### src/rtl/user_id_enroller.sv
// user_id_enroller: collects a 4-digit keypad ID and appends it to the shared nibble ID table.
// Optional macro GUEST_PROTECT_EN reserves ID 0000 (reported as Dup with no memory access).
module user_id_enroller #(
  parameter int ADDR_W   = 5,
  parameter int READ_LAT = 2
) (
  input  logic              clk,
  input  logic              rst,
  input  logic              Enroll_Enter,
  input  logic [3:0]        User_digit,
  input  logic              Cancel,
  input  logic [3:0]        mem_rdata,
  output logic [ADDR_W-1:0] mem_addr,
  output logic [3:0]        mem_wdata,
  output logic              mem_we,
  output logic              Busy,
  output logic              Done,
  output logic              Dup,
  output logic              Full,
  output logic [ADDR_W-1:0] NewID
);

  localparam int                LAT_W     = (READ_LAT > 1) ? $clog2(READ_LAT) : 1;
  localparam logic [LAT_W-1:0]  WAIT_LAST = LAT_W'(READ_LAT - 1);
  localparam logic [ADDR_W-1:0] LAST_BASE = ADDR_W'((1 << ADDR_W) - 4);
  localparam logic [ADDR_W-1:0] REC_STEP  = ADDR_W'(4);

  typedef enum logic [2:0] {
    S_DIGITS,
    S_FETCH,
    S_WAIT,
    S_CATCH,
    S_COMPARE,
    S_WRTERM,
    S_WRID,
    S_REPORT
  } state_e;

  state_e            state_q, state_d;
  logic [1:0]        digit_cnt_q, digit_cnt_d;
  logic [1:0]        nib_q, nib_d;
  logic [LAT_W-1:0]  wait_q, wait_d;
  logic [15:0]       user_id_q, user_id_d;
  logic [15:0]       rec_id_q, rec_id_d;
  logic [ADDR_W-1:0] base_q, base_d;
  logic [ADDR_W-1:0] mem_addr_q, mem_addr_d;
  logic [3:0]        mem_wdata_q, mem_wdata_d;
  logic              mem_we_q, mem_we_d;
  logic              busy_q, busy_d;
  logic              done_q, done_d;
  logic              dup_q, dup_d;
  logic              full_q, full_d;
  logic [ADDR_W-1:0] new_id_q, new_id_d;
  logic [15:0]       shifted_id;

  assign shifted_id = {user_id_q[11:0], User_digit};

  always_comb begin
    state_d     = state_q;
    digit_cnt_d = digit_cnt_q;
    nib_d       = nib_q;
    wait_d      = wait_q;
    user_id_d   = user_id_q;
    rec_id_d    = rec_id_q;
    base_d      = base_q;
    mem_addr_d  = mem_addr_q;
    mem_wdata_d = mem_wdata_q;
    mem_we_d    = mem_we_q;
    busy_d      = busy_q;
    done_d      = done_q;
    dup_d       = dup_q;
    full_d      = full_q;
    new_id_d    = new_id_q;

    case (state_q)
      S_DIGITS: begin
        if (Cancel) begin
          digit_cnt_d = '0;
          user_id_d   = '0;
        end else if (Enroll_Enter) begin
          user_id_d = shifted_id;
          if (digit_cnt_q == 2'd0) begin
            done_d   = 1'b0;
            dup_d    = 1'b0;
            full_d   = 1'b0;
            new_id_d = '0;
          end
          if (digit_cnt_q == 2'd3) begin
            digit_cnt_d = '0;
            busy_d      = 1'b1;
            base_d      = '0;
            nib_d       = '0;
            rec_id_d    = '0;
`ifdef GUEST_PROTECT_EN
            if (shifted_id == 16'h0000) begin
              dup_d   = 1'b1;
              state_d = S_REPORT;
            end else begin
              state_d = S_FETCH;
            end
`else
            state_d = S_FETCH;
`endif
          end else begin
            digit_cnt_d = digit_cnt_q + 2'd1;
          end
        end
      end

      S_FETCH: begin
        mem_addr_d = base_q + ADDR_W'(nib_q);
        wait_d     = '0;
        state_d    = S_WAIT;
      end

      S_WAIT: begin
        if (wait_q == WAIT_LAST) begin
          state_d = S_CATCH;
        end else begin
          wait_d = wait_q + LAT_W'(1);
        end
      end

      S_CATCH: begin
        rec_id_d = {rec_id_q[11:0], mem_rdata};
        if (nib_q == 2'd3) begin
          nib_d   = '0;
          state_d = S_COMPARE;
        end else begin
          nib_d   = nib_q + 2'd1;
          state_d = S_FETCH;
        end
      end

      S_COMPARE: begin
        // Duplicate test first, so an ID of FFFF matches the terminator as Dup.
        if (rec_id_q == user_id_q) begin
          dup_d   = 1'b1;
          state_d = S_REPORT;
        end else if (rec_id_q == 16'hFFFF) begin
          if (base_q == LAST_BASE) begin
            full_d  = 1'b1;
            state_d = S_REPORT;
          end else begin
            // Write strobes are registered on entry so mem_we lines up with WRTERM/WRID.
            mem_addr_d  = base_q + REC_STEP;
            mem_wdata_d = 4'hF;
            mem_we_d    = 1'b1;
            nib_d       = '0;
            state_d     = S_WRTERM;
          end
        end else begin
          base_d   = base_q + REC_STEP;
          rec_id_d = '0;
          state_d  = S_FETCH;
        end
      end

      S_WRTERM: begin
        if (nib_q == 2'd3) begin
          nib_d       = '0;
          mem_addr_d  = base_q;
          mem_wdata_d = user_id_q[15:12];
          state_d     = S_WRID;
        end else begin
          nib_d      = nib_q + 2'd1;
          mem_addr_d = mem_addr_q + ADDR_W'(1);
        end
      end

      S_WRID: begin
        if (nib_q == 2'd3) begin
          nib_d    = '0;
          mem_we_d = 1'b0;
          done_d   = 1'b1;
          new_id_d = base_q;
          state_d  = S_REPORT;
        end else begin
          nib_d      = nib_q + 2'd1;
          mem_addr_d = mem_addr_q + ADDR_W'(1);
          case (nib_q)
            2'd0:    mem_wdata_d = user_id_q[11:8];
            2'd1:    mem_wdata_d = user_id_q[7:4];
            default: mem_wdata_d = user_id_q[3:0];
          endcase
        end
      end

      S_REPORT: begin
        busy_d  = 1'b0;
        state_d = S_DIGITS;
      end

      default: state_d = S_DIGITS;
    endcase
  end

  always_ff @(posedge clk or negedge rst) begin
    if (!rst) begin
      state_q     <= S_DIGITS;
      digit_cnt_q <= '0;
      nib_q       <= '0;
      wait_q      <= '0;
      user_id_q   <= '0;
      rec_id_q    <= '0;
      base_q      <= '0;
      mem_addr_q  <= '0;
      mem_wdata_q <= '0;
      mem_we_q    <= 1'b0;
      busy_q      <= 1'b0;
      done_q      <= 1'b0;
      dup_q       <= 1'b0;
      full_q      <= 1'b0;
      new_id_q    <= '0;
    end else begin
      state_q     <= state_d;
      digit_cnt_q <= digit_cnt_d;
      nib_q       <= nib_d;
      wait_q      <= wait_d;
      user_id_q   <= user_id_d;
      rec_id_q    <= rec_id_d;
      base_q      <= base_d;
      mem_addr_q  <= mem_addr_d;
      mem_wdata_q <= mem_wdata_d;
      mem_we_q    <= mem_we_d;
      busy_q      <= busy_d;
      done_q      <= done_d;
      dup_q       <= dup_d;
      full_q      <= full_d;
      new_id_q    <= new_id_d;
    end
  end

  assign mem_addr  = mem_addr_q;
  assign mem_wdata = mem_wdata_q;
  assign mem_we    = mem_we_q;
  assign Busy      = busy_q;
  assign Done      = done_q;
  assign Dup       = dup_q;
  assign Full      = full_q;
  assign NewID     = new_id_q;

endmodule

### config.mk
export PLATFORM = sky130hd
export DESIGN_NAME = user_id_enroller
export DESIGN_NICKNAME = d
export VERILOG_FILES = /design/src/rtl/user_id_enroller.sv
export SDC_FILE = /design/constraint.sdc
export NUM_CORES = 1
export LEC_CHECK = 0
export ABC_AREA = 0
export CORE_UTILIZATION = 50
export DETAILED_ROUTE_END_ITERATION = 7
export PLACE_DENSITY = 0.81
export SLEW_MARGIN = 20
export SYNTH_ARGS = -nofsm -noshare
export SYNTH_HDL_FRONTEND = slang
export SYNTH_SLANG_ARGS = --single-unit
### constraint.sdc
create_clock -name clk -period 6.1 [get_ports clk]
set_clock_uncertainty 0.15 [all_clocks]
set_input_delay 1.22 -clock clk [delete_from_list [all_inputs] [get_ports clk]]
set_output_delay 1.22 -clock clk [all_outputs]
set_load 0.02 [all_outputs]
# Word-level counts from Yosys, hierarchy flattened
# Cells that the tools add are included.
# word_totals
output_inout_bits	19
register_bits	64
wordCells	150
in_bits	12
# classes
n_addsub	6
eq_ne	27
n_reduce_logical	26
muxes	76
# ops
op	count
2-to-1 mux 16 bit	7
2-to-1 mux 5 bit	14
one-hot mux 16 bit (3 select lines)	1
inequality test 2 bit (second input constant)	14
2-to-1 mux 3 bit	9
one-hot mux 3 bit (8 select lines)	1
AND reduction 6 bit	4
2-to-1 mux 2 bit	11
2-to-1 mux 4 bit	5
one-hot mux 5 bit (2 select lines)	2
one-hot mux 5 bit (4 select lines)	1
AND reduction 5 bit	4
equality test 16 bit	1
equality test 16 bit (second input constant)	1
2-to-1 mux 1 bit	16
AND reduction 7 bit	2
equality test 3 bit (second input constant)	4
one-hot mux 1 bit (2 select lines)	6
one-hot mux 4 bit (3 select lines)	1
nonzero test 2 bit	6
nonzero test 3 bit	3
one-hot mux 4 bit (2 select lines)	1
equality test 3 x 2 -> 1 bit (second input constant)	2
one-hot mux 2 bit (3 select lines)	1
other kinds (15)	18

# Longest topological paths before layout
# logic_depth
depth_word	5
mapped_depth	7
ltp_nobuf	7

# Least setup slack after synthesis
# No wires, ideal clock.
# synth_path
path_kind	in2reg
start	input Enroll_Enter
end	register base_q[3]
setup_time_ns	0.128
n_path_buf	0
stages	5
t_arrival_ns	2.208
slack_ns	3.614
path_cell_list	nor2b_1 > and2_1 > a21oi_1 > a221o_1 > mux2_1
# synth_via
elab_chain_cells	2
# synth_lines
item	line	rtl
from (decl)	9	input logic Enroll_Enter,
inequality test 2 bit (no line)	n/a	
AND reduction 6 bit (no line)	n/a	
to (signal assigned)	222	base_q <= base_d;
to (decl)	45	logic [ADDR_W-1:0] base_q, base_d;
# Every way passes these cells.
# A chain may end at the register's enable or synchronous reset.

# Worst setup path after layout
# Ends and elaborated chain as after synthesis.

==> metrics.sh <==
OUTCOME='complete, no violations'
SYNTH.CELLS.MOST_FREQUENT='61 x sky130_fd_sc_hd__dfrtp_1, 33 x sky130_fd_sc_hd__nor2_1, 31 x sky130_fd_sc_hd__o21ai_0'
ANTENNA-DIODE-COUNT=0
DRTANTENNAVIOLNETS=0
DRV_SLEW=0
SYN_TO_FINAL_GROWTH_PCT=15.4
SYNTH_ASYNC_SR_FLOP_SHARE_PCT=100
FINALCRITICALPERIOD_PS=3270
CLOCK_TREE.BUFFER_DEPTH=2
FIRST_GLOBAL_VIAS=2762
DP_HPWL_UM=5370
CLKPWRFRAC_PCT=16.6
POST_SYNTH.CELL_AREA_AVG_UM2=9.55
SETUP-VIOLATIONS-FINAL=0
CLOCK_LATENCY_PS=350
ROUTE.DETAILED.WL_PER_INST_UM=17.5
TRITONCTS_CLOCK_TREE='yes'
CP-ENDPOINT='base_q[3]$_DFFE_PN0P_'
PLACEDINSTANCEAREA_UM2=3670
SYNTH_WARNINGS=0
CRITICAL_PATH_PEAK_FANOUT=21
SYN_INST=348
MAX-VDD-IR-DROP_uV=321
FINISH.UTILIZATION_PCT=60.1
WORST-ENDPOINT-ARRIVAL_PS=3350
LARGEST_CELLS_BY_AREA_AFTER_SYNTHESIS='sky130_fd_sc_hd__dfrtp_1 46%, sky130_fd_sc_hd__a22o_1 6.3%, sky130_fd_sc_hd__o21ai_0 4.7%'
DETAILEDROUTE.FIRSTITERATIONVIOLATIONS=312
COMB_POWER_SHARE_PCT=44.0
CTS-HOLD-FIX-BUFFERS=0
CTS_HTREE_LEVELS=3
WORSTSETUPENDPOINTTYPE='flop'
SYNTH.FF_LATCH_COUNT=61
DR.PASS1.ITERS=6
CTS-ROOT-BUF='sky130_fd_sc_hd__clkbuf_8'
START_KIND='input port'
FINISH.NET_COUNT=394
POST-SYNTH-TOP-COUNT-CELL='sky130_fd_sc_hd__dfrtp_1'
START_UTIL_PCT=52.0
DESIGN_POWER_TOTAL_mW=1.86
POST-PLACE-CELLS=440
POST-CTS-SETUP-BUFFERS=0
NET_SWITCHING_POWER_FIGURE_mW=0.813
SEQUENTIAL_CELL_AREA_UM2=1530
CLKSLEWWORSTSETUPHOLDPATHS_PS=60
WHS_PS=351
VIASPERCELL=6.25
CP_SLOWEST_CELL='sky130_fd_sc_hd__and2_1'
REG2REG_SLACK_PS=3320
MAX-CAP-VIOLATIONS=0
SEQ_AREA_FRAC_SYNTH_PCT=45.9
DESIGN.DIE.AREA_UM2=6980
NUM_IO_PINS=31
POST-ROUTE-CELL-AREA_UM2=3830
FP.DIEW_UM=83.5
P_PER_AREA_nW_PER_UM2=486
POST_CTS.RESIZED_INSTANCES=0
PATH_CLASS='in -> reg'
SEQUENCE_OF_CELLS_ON_THE_CRITICAL_PATH='clkdlybuf4s50_1 > nor2b_1 > and2_1 > a21oi_1 > a221o_1 > mux2_1'
GLOBALROUTE.TOTALOVERFLOW=0
CORE.ROWCOUNT=29
POWER.SWITCHING_FRACTION_PCT=43.6
POWER_FRAC_SEQ_PCT=39.4
TIMING.SLEW.HEADROOM_PCT=43.2
FINALCRITPERIODSHARE_PCT=53.7
DIE_Y_UM=83.5
MULTI_INPUT_COMBINATIONAL_CELL_AREA_UM2=1680
SYNTH.TOP_CELL.AREA_SHARE_PCT=45.9
PORT_BUFFERS=30
SYN_AREA_UM2=3320
CRITICAL_PATH.STARTPOINT='Enroll_Enter'
P_INT_mW=1.05
SYNTH_NETS=368
SYNTH_EDF_COUNT=0
CELL_ACCOUNTING_FOR_THE_MOST_SYNTHESIZED_AREA='sky130_fd_sc_hd__dfrtp_1'
TIMING.CRITICAL_PATH.REQUIRED_PS=6180
FINAL_CELL_COUNT_NO_FILL=455
DR_TOTAL_VIAS=2843
FILL_CELL_TOTAL_OF_THE_FINISHED_LAYOUT=545
FIN_SETUP_TNS_PS=0
RSZ0062_AT_GRT='false'
WORSTREGTOREGCELLS=5
TIMING.RR.END='base_q[3]$_DFFE_PN0P_'
ROUTABILITY_CONGESTION=0.818
GRT_START_MAX_NET_PINS=62
GRT_FIRST_PASS_WIRELENGTH_UM=13700
GR-USAGE-ALL-LAYERS_PCT=25.1
CRIT_PATH_MAX_INCR_DELAY_PS=650
PRE_CTS_SLACK_PS=2500
WORST_PIN_SLEW_PS=849
WORSTHOLDPATHTYPE='reg -> reg'
DETAIL_ROUTE.DRC_VIOLATIONS=0
PLACEABLECOREAREA_UM2=6390
FINAL_CRITICAL_PATH_SETUP_SLACK_PS=2830
GRT_ANTENNA_BEFORE_REPAIR=0
MAXCLOCKFREQUENCY_MHz=305
SYNTH_FF_TYPE='sky130_fd_sc_hd__dfrtp_1'
NUMBER_OF_BUFFERS_CREATED_BY_CTS=9
SYNTH_CELL_TYPE_COUNT=49
SHARE_OF_CELLS_ABOVE_DRIVE_STRENGTH_1_PCT=9.26
TOTALWIRELENGTH_UM=7960
WORST_R2R_STARTPOINT='state_q[1]$_DFFE_PN0P_'
NUMBER_OF_HOLD_VIOLATIONS_IN_THE_FINAL_REPORT=0
CLOCK-SINKS=61
STATIC_LEAK_nW=1.57
==> layer usage <==
layer / vias up / routed length [um] / global-route usage [%]
met1: 1392 / 3520 / 34.9
met5: - / 0 / 0
met2: 112 / 3770 / 38.3
met3: 17 / 482 / 4.55
li1: 1322 / - / -
met4: 0 / 186 / 12.0
==> power by group through the flow <==
stage	Clock, mW	Sequential, mW	Combinational (mW)
CTS	0.313	0.731	0.813
global placement	0	0.729	0.777
detailed placement	0	0.738	0.808
floorplan	0	0.699	0.590
global route	0.331	0.758	0.910
finish	0.309	0.735	0.820
==> worst max-delay path, delay by kind of cell <==
family	cells	cell delay, ps
AO/OA/AOI/OAI	2	440
multiplexers	1	330
buffers and inverters	1	500
AND/OR/NAND/NOR	2	870
==> flip-flops by register name (all words and copies together) (netlist names) <==
name / cells
base_q: 3
mem_we: 1
Dup: 1
nib_q: 2
Full: 1
rec_id_q: 16
mem_wdata: 4
user_id_q: 16
wait_q: 1
Done: 1
digit_cnt_q: 2
state_q: 3
Busy: 1
NewID: 4
mem_addr: 5
==> layout by cell type (no fill, tap or decap), types with 3 or more instances in the layout <==
cell type / count
sky130_fd_sc_hd__nor3_1: 4
sky130_fd_sc_hd__xnor2_1: 17
sky130_fd_sc_hd__and3_1: 3
sky130_fd_sc_hd__nand2_1: 30
sky130_fd_sc_hd__nand3_1: 12
sky130_fd_sc_hd__nand2b_1: 5
sky130_fd_sc_hd__inv_1: 11
sky130_fd_sc_hd__o211ai_1: 6
sky130_fd_sc_hd__dfrtp_1: 61
sky130_fd_sc_hd__clkbuf_1: 3
sky130_fd_sc_hd__o21ai_0: 31
sky130_fd_sc_hd__clkdlybuf4s50_1: 29
sky130_fd_sc_hd__buf_4: 5
sky130_fd_sc_hd__a211oi_1: 4
sky130_fd_sc_hd__a21oi_1: 11
sky130_fd_sc_hd__a22oi_1: 17
sky130_fd_sc_hd__a22o_1: 24
sky130_fd_sc_hd__and2_1: 3
sky130_fd_sc_hd__ha_1: 8
sky130_fd_sc_hd__o21ai_1: 3
sky130_fd_sc_hd__mux2_2: 3
sky130_fd_sc_hd__a21oi_2: 5
sky130_fd_sc_hd__clkbuf_8: 10
sky130_fd_sc_hd__nand4_1: 6
sky130_fd_sc_hd__nor2_1: 32
==> layout make-up <==
type	instances	area share [%]
Multi-Input combinational cell	256	43.8
Inverter	11	1.08
Sequential cell	61	39.8
Tap cell	77	2.51
Timing Repair Buffer	35	8.68
Clock buffer	13	3.88
Clock inverter	2	0.261
==> worst min path at each step <==
stage | start | endpoint | depth (start not counted) | slack, ps
final | Full$_DFFE_PN0P_ | Full$_DFFE_PN0P_ | 1 | 350
after global routing | Full$_DFFE_PN0P_ | Full$_DFFE_PN0P_ | 1 | 370
after CTS | Full$_DFFE_PN0P_ | Full$_DFFE_PN0P_ | 1 | 360
after detailed placement | Done$_DFFE_PN0P_ | Done$_DFFE_PN0P_ | 2 | 340
after global placement | Done$_DFFE_PN0P_ | Done$_DFFE_PN0P_ | 2 | 310
after floorplan | wait_q$_DFFE_PN0N_ | wait_q$_DFFE_PN0N_ | 2 | 340
==> cell families after synthesis <==
| group | share of synthesized area, % |
|---|---|
| buf+inv | 3.73 |
| xor+xnor | 4.48 |
| flops | 45.9 |
| mux | 1.96 |
| simple gates | 17.1 |
| compound gates | 23.8 |
| fa+ha+maj | 3.01 |
Power figures use the tool's default switching activity.
